==> src/rtl/mips_fetch_unit.sv <==
// mips_fetch_unit: instruction-fetch stage with PC, 1-cycle imem
// interface, instruction FIFO, valid/ready output and redirect flush.
// Ports: clk, rst_b (async, active-high), imem_req/inst_addr/imem_rdata,
//   out_valid/out_ready/out_inst/out_pc, redirect_en/redirect_pc, halted.
// Optional FETCH_PERF_CNT_EN adds perf_fetched/perf_stall/perf_flush.
module mips_fetch_unit #(
    parameter int              XLEN       = 32,
    parameter logic [XLEN-1:0] RESET_PC   = '0,
    parameter int              FIFO_DEPTH = 2
) (
    input  logic            clk,
    input  logic            rst_b,
    output logic            imem_req,
    output logic [XLEN-1:0] inst_addr,
    input  logic [31:0]     imem_rdata,
    output logic            out_valid,
    input  logic            out_ready,
    output logic [31:0]     out_inst,
    output logic [XLEN-1:0] out_pc,
    input  logic            redirect_en,
    input  logic [XLEN-1:0] redirect_pc,
    input  logic            halted
`ifdef FETCH_PERF_CNT_EN
    ,
    output logic [31:0]     perf_fetched,
    output logic [31:0]     perf_stall,
    output logic [31:0]     perf_flush
`endif
);

    localparam int AW = (FIFO_DEPTH > 1) ? $clog2(FIFO_DEPTH) : 1;
    localparam int CW = AW + 1;

    logic [XLEN-1:0] pc;
    logic            inflight;
    logic [XLEN-1:0] inflight_pc;
    logic            inflight_epoch;
    logic            epoch;
    logic [AW-1:0]   rd_ptr;
    logic [AW-1:0]   wr_ptr;
    logic [CW-1:0]   count;
    logic [31:0]     fifo_inst [FIFO_DEPTH];
    logic [XLEN-1:0] fifo_pc   [FIFO_DEPTH];

    logic            pop;
    logic            push;
    logic [CW:0]     occupancy;

    always_comb begin
        pop  = out_valid && out_ready && !redirect_en;
        push = inflight && (inflight_epoch == epoch) && !redirect_en;
        // A slot being popped this cycle is free by the time the new
        // request's response lands, so it is credited back here; this
        // is what sustains one instruction per cycle at depth 2.
        occupancy = {1'b0, count}
                  + {{CW{1'b0}}, inflight}
                  - {{CW{1'b0}}, pop};
    end

    assign inst_addr = pc;
    assign out_valid = (count != '0) && !halted;
    assign out_inst  = fifo_inst[rd_ptr];
    assign out_pc    = fifo_pc[rd_ptr];
    assign imem_req  = !rst_b && !halted && !redirect_en
                     && (occupancy < (CW+1)'(FIFO_DEPTH));

    always_ff @(posedge clk or posedge rst_b) begin
        if (rst_b) begin
            pc             <= RESET_PC;
            inflight       <= 1'b0;
            inflight_pc    <= '0;
            inflight_epoch <= 1'b0;
            epoch          <= 1'b0;
            rd_ptr         <= '0;
            wr_ptr         <= '0;
            count          <= '0;
            for (int i = 0; i < FIFO_DEPTH; i++) begin
                fifo_inst[i] <= '0;
                fifo_pc[i]   <= '0;
            end
        end else if (redirect_en) begin
            // Epoch flip marks any response still owed as stale.
            pc       <= {redirect_pc[XLEN-1:2], 2'b00};
            epoch    <= ~epoch;
            inflight <= 1'b0;
            rd_ptr   <= '0;
            wr_ptr   <= '0;
            count    <= '0;
        end else begin
            inflight <= imem_req;
            if (imem_req) begin
                pc             <= pc + XLEN'(4);
                inflight_pc    <= pc;
                inflight_epoch <= epoch;
            end
            if (push) begin
                fifo_inst[wr_ptr] <= imem_rdata;
                fifo_pc[wr_ptr]   <= inflight_pc;
                wr_ptr            <= wr_ptr + AW'(1);
            end
            if (pop) begin
                rd_ptr <= rd_ptr + AW'(1);
            end
            unique case ({push, pop})
                2'b10:   count <= count + CW'(1);
                2'b01:   count <= count - CW'(1);
                default: count <= count;
            endcase
        end
    end

`ifdef FETCH_PERF_CNT_EN
    always_ff @(posedge clk or posedge rst_b) begin
        if (rst_b) begin
            perf_fetched <= '0;
            perf_stall   <= '0;
            perf_flush   <= '0;
        end else begin
            if (push) perf_fetched <= perf_fetched + 32'd1;
            if (!out_valid && !halted) perf_stall <= perf_stall + 32'd1;
            if (redirect_en) perf_flush <= perf_flush + 32'd1;
        end
    end
`endif

endmodule

==> config.mk <==
export PLATFORM = sky130hd
export DESIGN_NAME = mips_fetch_unit
export DESIGN_NICKNAME = d
export VERILOG_FILES = /design/src/rtl/mips_fetch_unit.sv
export SDC_FILE = /design/constraint.sdc
export NUM_CORES = 1
export LEC_CHECK = 0
export CAP_MARGIN = 15
export CORE_ASPECT_RATIO = 0.5
export CORE_MARGIN = 4
export CORE_UTILIZATION = 52
export CTS_CLUSTER_DIAMETER = 200
export DETAILED_ROUTE_END_ITERATION = 12
export PLACE_DENSITY = 0.79
export SLEW_MARGIN = 20
export SYNTH_ARGS = -nofsm -noshare
export SYNTH_HDL_FRONTEND = slang
export SYNTH_SLANG_ARGS = --single-unit
==> constraint.sdc <==
create_clock -name clk -period 9.3 [get_ports clk]
set_input_delay 1.86 -clock clk [delete_from_list [all_inputs] [get_ports clk]]
set_output_delay 1.86 -clock clk [all_outputs]
set_load 0.1 [all_outputs]
# --- Word-level counts from Yosys, hierarchy flattened ---
# Index checks and enable logic that the tools add are counted.
word_totals:
  ff_bits: 199
  input_bits: 69
  out_inout_bits: 98
  word_cells: 68
op_classes:
  n_addsub: 7
  n_lt_le_gt_ge: 4
  eq_ne: 3
  n_mux: 19
  bitwise: 4
  reduce_logical: 19
op_table:
  columns: ["op", "count"]
  rows:
  - ["$mux W32", 9]
  - ["$bwmux W64", 2]
  - ["$add A32 B3 Y32 const B", 1]
  - ["$demux W32 S1", 1]
  - ["$logic_and A1 B1 Y1", 9]
  - ["$reduce_bool A2 Y1", 4]
  - ["$mux W1", 5]
  - ["$ge A2 B2 Y1 const B", 2]
  - ["$not A1 Y2", 2]
  - ["$pmux W2 S2", 1]
  - ["$reduce_and A2 Y1", 2]
  - ["$add A2 B1 Y3", 1]
  - ["$logic_not A1 Y1", 3]
  - ["$lt A3 B2 Y1 const B", 1]
  - ["$reduce_bool A3 Y1", 1]
  - ["$sub A3 B1 Y3", 1]
  - ["$add A1 B1 Y1 const B", 2]
  - ["$add A2 B1 Y2 const B", 1]
  - ["$eq A2 B1 Y1 const B", 1]
  - ["$eq A2 B2 Y1 const B", 1]
  - ["$lt A2 B1 Y1 const B", 1]
  - ["$mux W2", 1]
  - ["$not A1 Y1", 2]
  - ["$sub A2 B1 Y2 const B", 1]
  - ["$eq A1 B1 Y1", 1]

# --- Logic depth before layout (Yosys ltp) ---
# Gate-level depths: netlist of run 1.
logic_depth:
  word_depth: 9
  depth_mapped: 14
  mapped_depth_nobuf: 12

# --- Worst setup path before layout of run 1 ---
# Ideal clock, no wire load.
synth_timing:
  path_kind: "input -> output"
  start: "input halted"
  end: "output imem_req"
  arrival_time_ns: 5.414
  t_required_ns: 7.440
  setup_slack_ns: 2.026
  stages: 12
  path_buffers: 3
  path_cell_list: "o21ba_2 -> nand2_1 -> nor2_1 -> ha_1 -> nand2b_1 -> fa_1 -> or4b_4 -> or2_1 -> buf_2 -> buf_2 -> clkbuf_1 -> inv_1"
synth_between:
  elab_chain_len: 7
  word_cells_on_any_way: 9
  cone_classes: "add/sub: 1; order compare: 1; reduce/logical: 7"
synth_rtl:
  columns: ["item", "line", "text"]
  rows:
  - ["from (decl)", "22", "input logic halted"]
  - ["$logic_not A1 Y1 *", "61, 64", null]
  - ["$logic_and A1 B1 Y1", "61", "assign out_valid = (count != '0) && !halted;"]
  - ["$logic_and A1 B1 Y1 (2 in series)", "50", "pop = out_valid && out_ready && !redirect_en;"]
  - ["$sub A3 B1 Y3", "57", "- {{CW{1'b0}}, pop};"]
  - ["$lt A3 B2 Y1", "65", "&& (occupancy < (CW+1)'(FIFO_DEPTH));"]
  - ["$logic_and A1 B1 Y1 *", "65", null]
  - ["to (decl)", "13", "output logic imem_req,"]
# Mark *: on every way between the ends. The rest lies on a longest branch, timed or not.

# --- Worst setup path in the final report of run 1 ---
layout_timing:
  start: "input redirect_en"
  end: "output imem_req"
layout_between:
  elab_chain_len: 5
  word_cells_on_any_way: 6
  cone_classes: "add/sub: 1; order compare: 1; reduce/logical: 4"
layout_rtl:
  columns: ["item", "line", "text"]
  rows:
  - ["from (decl)", "20", "input logic redirect_en,"]
  - ["$logic_not A1 Y1 *", "50, 64", null]
  - ["$logic_and A1 B1 Y1", "50", null]
  - ["$sub A3 B1 Y3", "57", null]
  - ["$lt A3 B2 Y1", "65", null]
  - ["$logic_and A1 B1 Y1 *", "65", null]
# Marks and branches as above.

==> results of run 1 <==
-- layout by cell type, fill, tap and decap left out, types with 4 or more instances in the layout --
master           instances
a31oi_1                  5
a21oi_1                  7
dfrtp_1                190
nor3_1                   6
clkdlybuf4s50_1        159
or4_1                    5
nand2_1                125
xnor2_1                  4
nor2_1                  16
mux2_2                 186
clkinv_2                 4
inv_1                    8
and3_1                   4
nand3_1                 24
o311ai_0                 9
clkbuf_16               17
buf_4                    8
nand4_1                 11
conb_1                   4
clkinv_4                 4
xor2_1                   4
o21ai_0                 19
o211ai_1                10
-- cell families after synthesis --
family	after synthesis	synth area share [%]
muxes	187	24.4
DFF	191	55.3
and+or+nand+nor	207	10.9
xor gates and xnor gates	8	0.811
adders and majority gates	3	0.521
other	1	0.0434
AOI/OAI and AO/OA	66	5.20
buffers and inverters	53	2.90
-- power by group through the flow --
| stage | registers, uW | logic (uW) | clock network (uW) |
|---|---|---|---|
| 3_5_place_dp | 1190 | 1810 | 0 |
| 2_1_floorplan | 1240 | 1360 | 0 |
| 3_3_place_gp | 1170 | 1800 | 0 |
| 4_1_cts | 1170 | 1820 | 739 |
| 6_report | 1170 | 1800 | 727 |
| 5_1_grt | 1200 | 1870 | 781 |
-- stage by stage --
stage,setup slack [ns],hold slack (ns),total power (uW),std cells
finish,2.48,0.495,3700,1096
CTS,2.50,0.505,3730,1096
floorplan,2.03,0.458,2600,719
global route,2.36,0.515,3850,1096
global placement,2.53,0.476,2960,1064
detailed placement,2.48,0.486,3000,1064
-- worst min-delay path: stages, from the launching register on --
cell,delay (ns)
dfrtp_1,0.36
nand2_1,0.05
nand2_1,0.05
-- registers in the layout, indices dropped and copies added (netlist names) --
| name | flops |
|---|---|
| count | 2 |
| epoch | 1 |
| fifo_inst | 64 |
| fifo_pc | 60 |
| inflight | 1 |
| inflight_epoch | 1 |
| inflight_pc | 30 |
| inst_addr | 30 |
| rd_ptr | 1 |
| wr_ptr | 1 |
-- final cells by class --
| cell class | count | area [um^2] |
|---|---|---|
| fill | 1161 | 4890 |
| sequential | 191 | 4780 |
| multi-input combinational | 475 | 3630 |
| timing repair buffer | 167 | 1650 |
| clock buffer | 20 | 447 |
| tap | 221 | 277 |
| clock inverter | 12 | 135 |
| inverter | 10 | 43.8 |
-- per-layer routing --
layer,routed length (um),GRT usage (%)
met1,8620,28.6
met2,9840,36.6
met4,276,5.96
met5,0,0
met3,1050,4.28
-- worst min-delay path by stage --
stage / start / endpoint / slack [ns] / cells past startpoint
2_1_floorplan: inflight_pc[2]$_DFFE_PP0P_ / inflight_pc[2]$_DFFE_PP0P_ / 0.46 / 2
3_3_place_gp: inflight_pc[25]$_DFFE_PP0P_ / inflight_pc[25]$_DFFE_PP0P_ / 0.48 / 2
3_5_place_dp: inflight_pc[22]$_DFFE_PP0P_ / inflight_pc[22]$_DFFE_PP0P_ / 0.49 / 2
4_1_cts: inflight_pc[22]$_DFFE_PP0P_ / inflight_pc[22]$_DFFE_PP0P_ / 0.50 / 2
5_1_grt: fifo_pc[9]$_DFFE_PP0P_ / fifo_pc[9]$_DFFE_PP0P_ / 0.52 / 1
6_report: inflight_pc[31]$_DFFE_PP0P_ / inflight_pc[31]$_DFFE_PP0P_ / 0.50 / 2
==> impl_results.md, run 1 <==
- Worst-path clk slew: roughly 0.07 ns
- Cell family with most CP delay: buffers and inverters
- Max-slew violations: 0
- Area growth syn-to-layout: 26.9%
- Post-synthesis sequential area ratio: a little under three fifths
- Largest net degree at the start of global routing: about 90
- Ys Warns: 0
- DRC: 0
- ANT cells: 0
- Die Footprint: 18900 um^2
- CP max-delay cell: or4b_4
- Synth Register Bits: 191
- Crit Path Category: in2out
- Final Cell Area: 11000 um^2
- DIE WIDTH: 190 um
- H-Tree Depth: 4
- Critical register-to-register path startpoint: count[1]$_DFFE_PP0P_
- Maximum capacitance violations: 0
- Worst Path Required: 7.44 ns
- VDD IR max: 228 uV
- GRT Total Usage: 21.5%
- Post-DR vias/cell: 5.61
- Synth cell count leaders: 191 x dfrtp_1, 186 x mux2_2, 125 x nand2_1
- Area contributors post-synth: dfrtp_1 55%, mux2_2 24%, nand2_1 5.4%
- P_int: 1950 uW
- Layout cell share with drive strength beyond 1: 27.1%
- Worst Tran Pin Value: around 1.0 ns
- DR WL/cell: 18.0 um
- Comb pwr share: about half
- Worst path bufs/invs: 4
- Outcome: finished, final reports clean
- CTS Hold Bufs: 0
- Die Y: roughly 100 um
- Post-synth EDFFs: 0
- Post-route clock skew: 0.0146 ns
- Final hold vios: 0
- Setup crit start kind: primary input
- Number of cells on the worst reg-to-reg path: 13
- Final worst-path cycle share: 73.3%
- Clk Latency, worst-skew pair: ~0.43 ns
- Min-Delay Path Class: reg2reg
- Critical Path Max Stage Delay: approximately 0.5 ns
- Post-synth cell types: 50
- LEAKAGE: around 0.005 uW
- Remaining antenna violation count: 0
- CP Capture Type: output pin
- Final setup fails: 0
- Slew headroom: 29.7%
- Detailed placer's ending HPWL: approximately 13000 um
- Port bufs: 160
- Initial antenna violation count: 0
- Clock sinks: about 190
- Sw frac: 47.2%
- Period minus WS final: 6.82 ns
- Global-route wire length before repair: 32800 um
- Worst Setup SP: redirect_en
- Num CTS Buffers: 17
- Final Util: a little under 70%
- Net switching power: 1740 uW
- TritonCTS clock tree: built
- Total gr overflow: 0
- Setup bufs post-CTS: 0
- CTS root buf: clkbuf_16
- Top-area cell type share of the netlist area: 55.3%
- Vias in the first global route: 6399
- Crit path arrival time: approximately 5.0 ns
- RSZ-0062 raised after global routing: no
- Worst-path maximum fanout: 41
- Final estimated routing congestion in global placement: 0.847
- Async set-or-reset flop fraction in the synthesized netlist: 100%
- Pwr/cell area: 337 nW/um^2
- Largest area contributor in the netlist: dfrtp_1
- Mean Syn Cell Area: approximately 12 um^2
- Most common cell in the netlist: dfrtp_1
- Cells after synthesis: 716
- CTS resizes: 0
- Total Neg Setup Slack: 0 ns
- Critical Path Stages: 10
- Final net count: 934
- Critical path cell sequence: clkdlybuf4s50_1 -> buf_4 -> nor2_1 -> ha_1 -> nand2b_1 -> fa_1 -> or4b_4 -> or2_2 -> inv_1 -> buf_4
- Core Region: 15900 um^2
- RR Endpoint: inst_addr[13]$_DFFE_PP0P_
- Std cell rows: 32
- WL final: 19800 um
- Pre-Repair DR Iteration Count: 5
- End point of the critical path: imem_req
- # IOs: 167
- Initial Utilization: 54.5%
- Reg2reg setup slack: 4.67 ns
- Cell Area, Placed: between 10000 and 15000 um^2
- Seq pwr share: a little under a third
- Syn Std Cell Area: 8640 um^2
- Fmax: 147 MHz
- Clock buffer depth: 2
- Iter 0 DRT Violations: slightly below 300
- CP dominant cell by count: buf_4
- Clk pwr share: 19.7%
- Vias post-DR: 6153
- Main synth FF type: dfrtp_1
No activity file was read; power rests on OpenSTA's default activity.
==> inputs of run 2 (changes only) <==
- clock period: 9.3 -> 6.6 ns (I/O delays scaled with it)
==> run 2 against run 1 <==
  * Global-route usage up 0.33 points
  * Critical path depth increased by 1
  * Final area rose by 0.41%
  * Sequential cell count did not move
  * Worst setup slack got worse by 1.4 ns
  * Sequential power up 41%
  * Clock skew is 0.0025 ns lower
  * Highest routed layer unchanged
==> impl_results.md, run 2 (synthesized netlist as in run 1, its figures left out) <==
- Initial antenna violation count: 0
- Num CTS Buffers: 17
- Final worst-path cycle share: 84.0%
- Std cell rows: 32
- Worst Tran Pin Value: 1.03 ns
- LEAKAGE: 0.00498 uW
- Pwr/cell area: between 400 and 500 nW/um^2
- Detailed placer's ending HPWL: 13200 um
- DIE WIDTH: around 190 um
- Setup bufs post-CTS: 0
- Die Footprint: 18900 um^2
- Final estimated routing congestion in global placement: 0.842
- Worst-path maximum fanout: 4
- Slew headroom: 31.0%
- TritonCTS clock tree: built
- DRC: 0
- Pre-Repair DR Iteration Count: 5
- Layout cell share with drive strength beyond 1: 27.3%
- Area growth syn-to-layout: 27.4%
- Filler Cell Count: 1120
- Maximum capacitance violations: 0
- Crit path arrival time: 4.23 ns
- H-Tree Depth: 4
- Reg with most FFs: fifo_inst
- Global-route wire length before repair: 33500 um
- Final setup fails: 0
- CP Capture Type: output pin
- Fmax: 180 MHz
- VDD IR max: 343 uV
- PnR worst setup slack: 1.05 ns
- Worst-path clk slew: ~0.07 ns
- RSZ-0062 raised after global routing: no
- Reg2reg setup slack: 2.40 ns
- Final hold vios: 0
- Final net count: 935
- Post-route clock skew: around 0.012 ns
- Largest regs: fifo_inst: 64 flops, fifo_pc: 60 flops
- Clock sinks: 191
- Min-Delay Path Class: reg2reg
- Most frequent cells in the layout: 190 x dfrtp_1, 186 x mux2_2, 159 x clkdlybuf4s50_1
- Core Region: 15900 um^2
- Crit Path Category: in2out
- FF+latch area: around 4800 um^2
- GRT Total Usage: 21.8%
- Vias post-DR: slightly above 6k
- Port bufs: 160
- Most common cell after layout, fill and taps aside: dfrtp_1
- # IOs: 167
- CTS resizes: 0
- Total Neg Setup Slack: 0 ns
- Remaining antenna violation count: 0
- Largest net degree at the start of global routing: about 110
- Number of flip-flops in the largest register: 64
- Period minus WS final: around 5.5 ns
- CTS Hold Bufs: 0
- Die Y: between 90 and 100 um
- Area occupied by multi-input gates: about 3600 um^2
- Initial Utilization: 54.5%
- Vias in the first global route: 6556
- Max-slew violations: 0
- Setup crit start kind: primary input
- ANT cells: 0
- Post-DR vias/cell: 5.68
- DR WL/cell: ~18 um
- Iter 0 DRT Violations: 402
- Clock buffer depth: 2
- Worst slack at placement: 0.874 ns
- Clk Latency, worst-skew pair: 0.42 ns
- Worst Path Required: 5.28 ns
- CTS root buf: clkbuf_16
- Outcome: finished, final reports clean
- Total gr overflow: 0
- WL final: around 20000 um
==> run 2: layer usage <==
metal / wire, um / GRT usage (%) / vias up
met3: 1110 / 4.52 / 22
met5: 0 / 0 / -
li1: - / - / 2820
met4: 250 / 5.85 / 0
met1: 8520 / 28.1 / 3164
met2: 10300 / 38.2 / 222
==> run 2: report_power, final <==
part	switching, uW	total [uW]	leakage (uW)	internal (uW)
combinational	1830	2550	0.00222	717
clock	463	1070	0.000289	603
sequential	185	1650	0.00248	1470
==> run 2: path summary, 6_finish.rpt <==
check | startpoint | endpoint | depth (start not counted)
max | halted | imem_req | 11
min | inflight_pc[2]$_DFFE_PP0P_ | inflight_pc[2]$_DFFE_PP0P_ | 2
max reg2reg | count[1]$_DFFE_PP0P_ | inst_addr[7]$_DFFE_PP0P_ | 13
min reg2reg | inflight_pc[2]$_DFFE_PP0P_ | inflight_pc[2]$_DFFE_PP0P_ | 2
max in group asynchronous | rst_b | rd_ptr$_DFFE_PP0P_ | 3
min in group asynchronous | rst_b | fifo_pc[30]$_DFFE_PP0P_ | 2
==> run 2: area by class of cell <==
class / instances / share of cell area, %
clock inverter: 14 / 1.65
multi-input combinational: 475 / 33.0
sequential: 191 / 43.4
clock buffer: 17 / 3.86
timing repair buffer: 168 / 15.2
inverter: 10 / 0.398
tap: 221 / 2.51
==> run 2: critical path, cell delays in order <==
cell	delay, ns
clkdlybuf4s50_1	0.44
o21ba_2	0.25
nand2_1	0.11
nor2_1	0.12
ha_1	0.23
nand2b_1	0.16
fa_1	0.48
or4b_4	0.48
or2_2	0.33
inv_1	0.13
buf_12	0.19
==> run 2: metrics by stage <==
step	std cells	instance area [um^2]	hold WS (ns)	util, %	power (uW)
after floorplan	719	8650	0.458	-	3660
after global routing	1096	11000	0.522	69.4	5470
after detailed placement	1065	10400	0.487	65.6	4230
after CTS	1096	11000	0.504	69.4	5300
after global placement	1065	10400	0.476	65.6	4180
final	1096	11000	0.499	69.4	5270
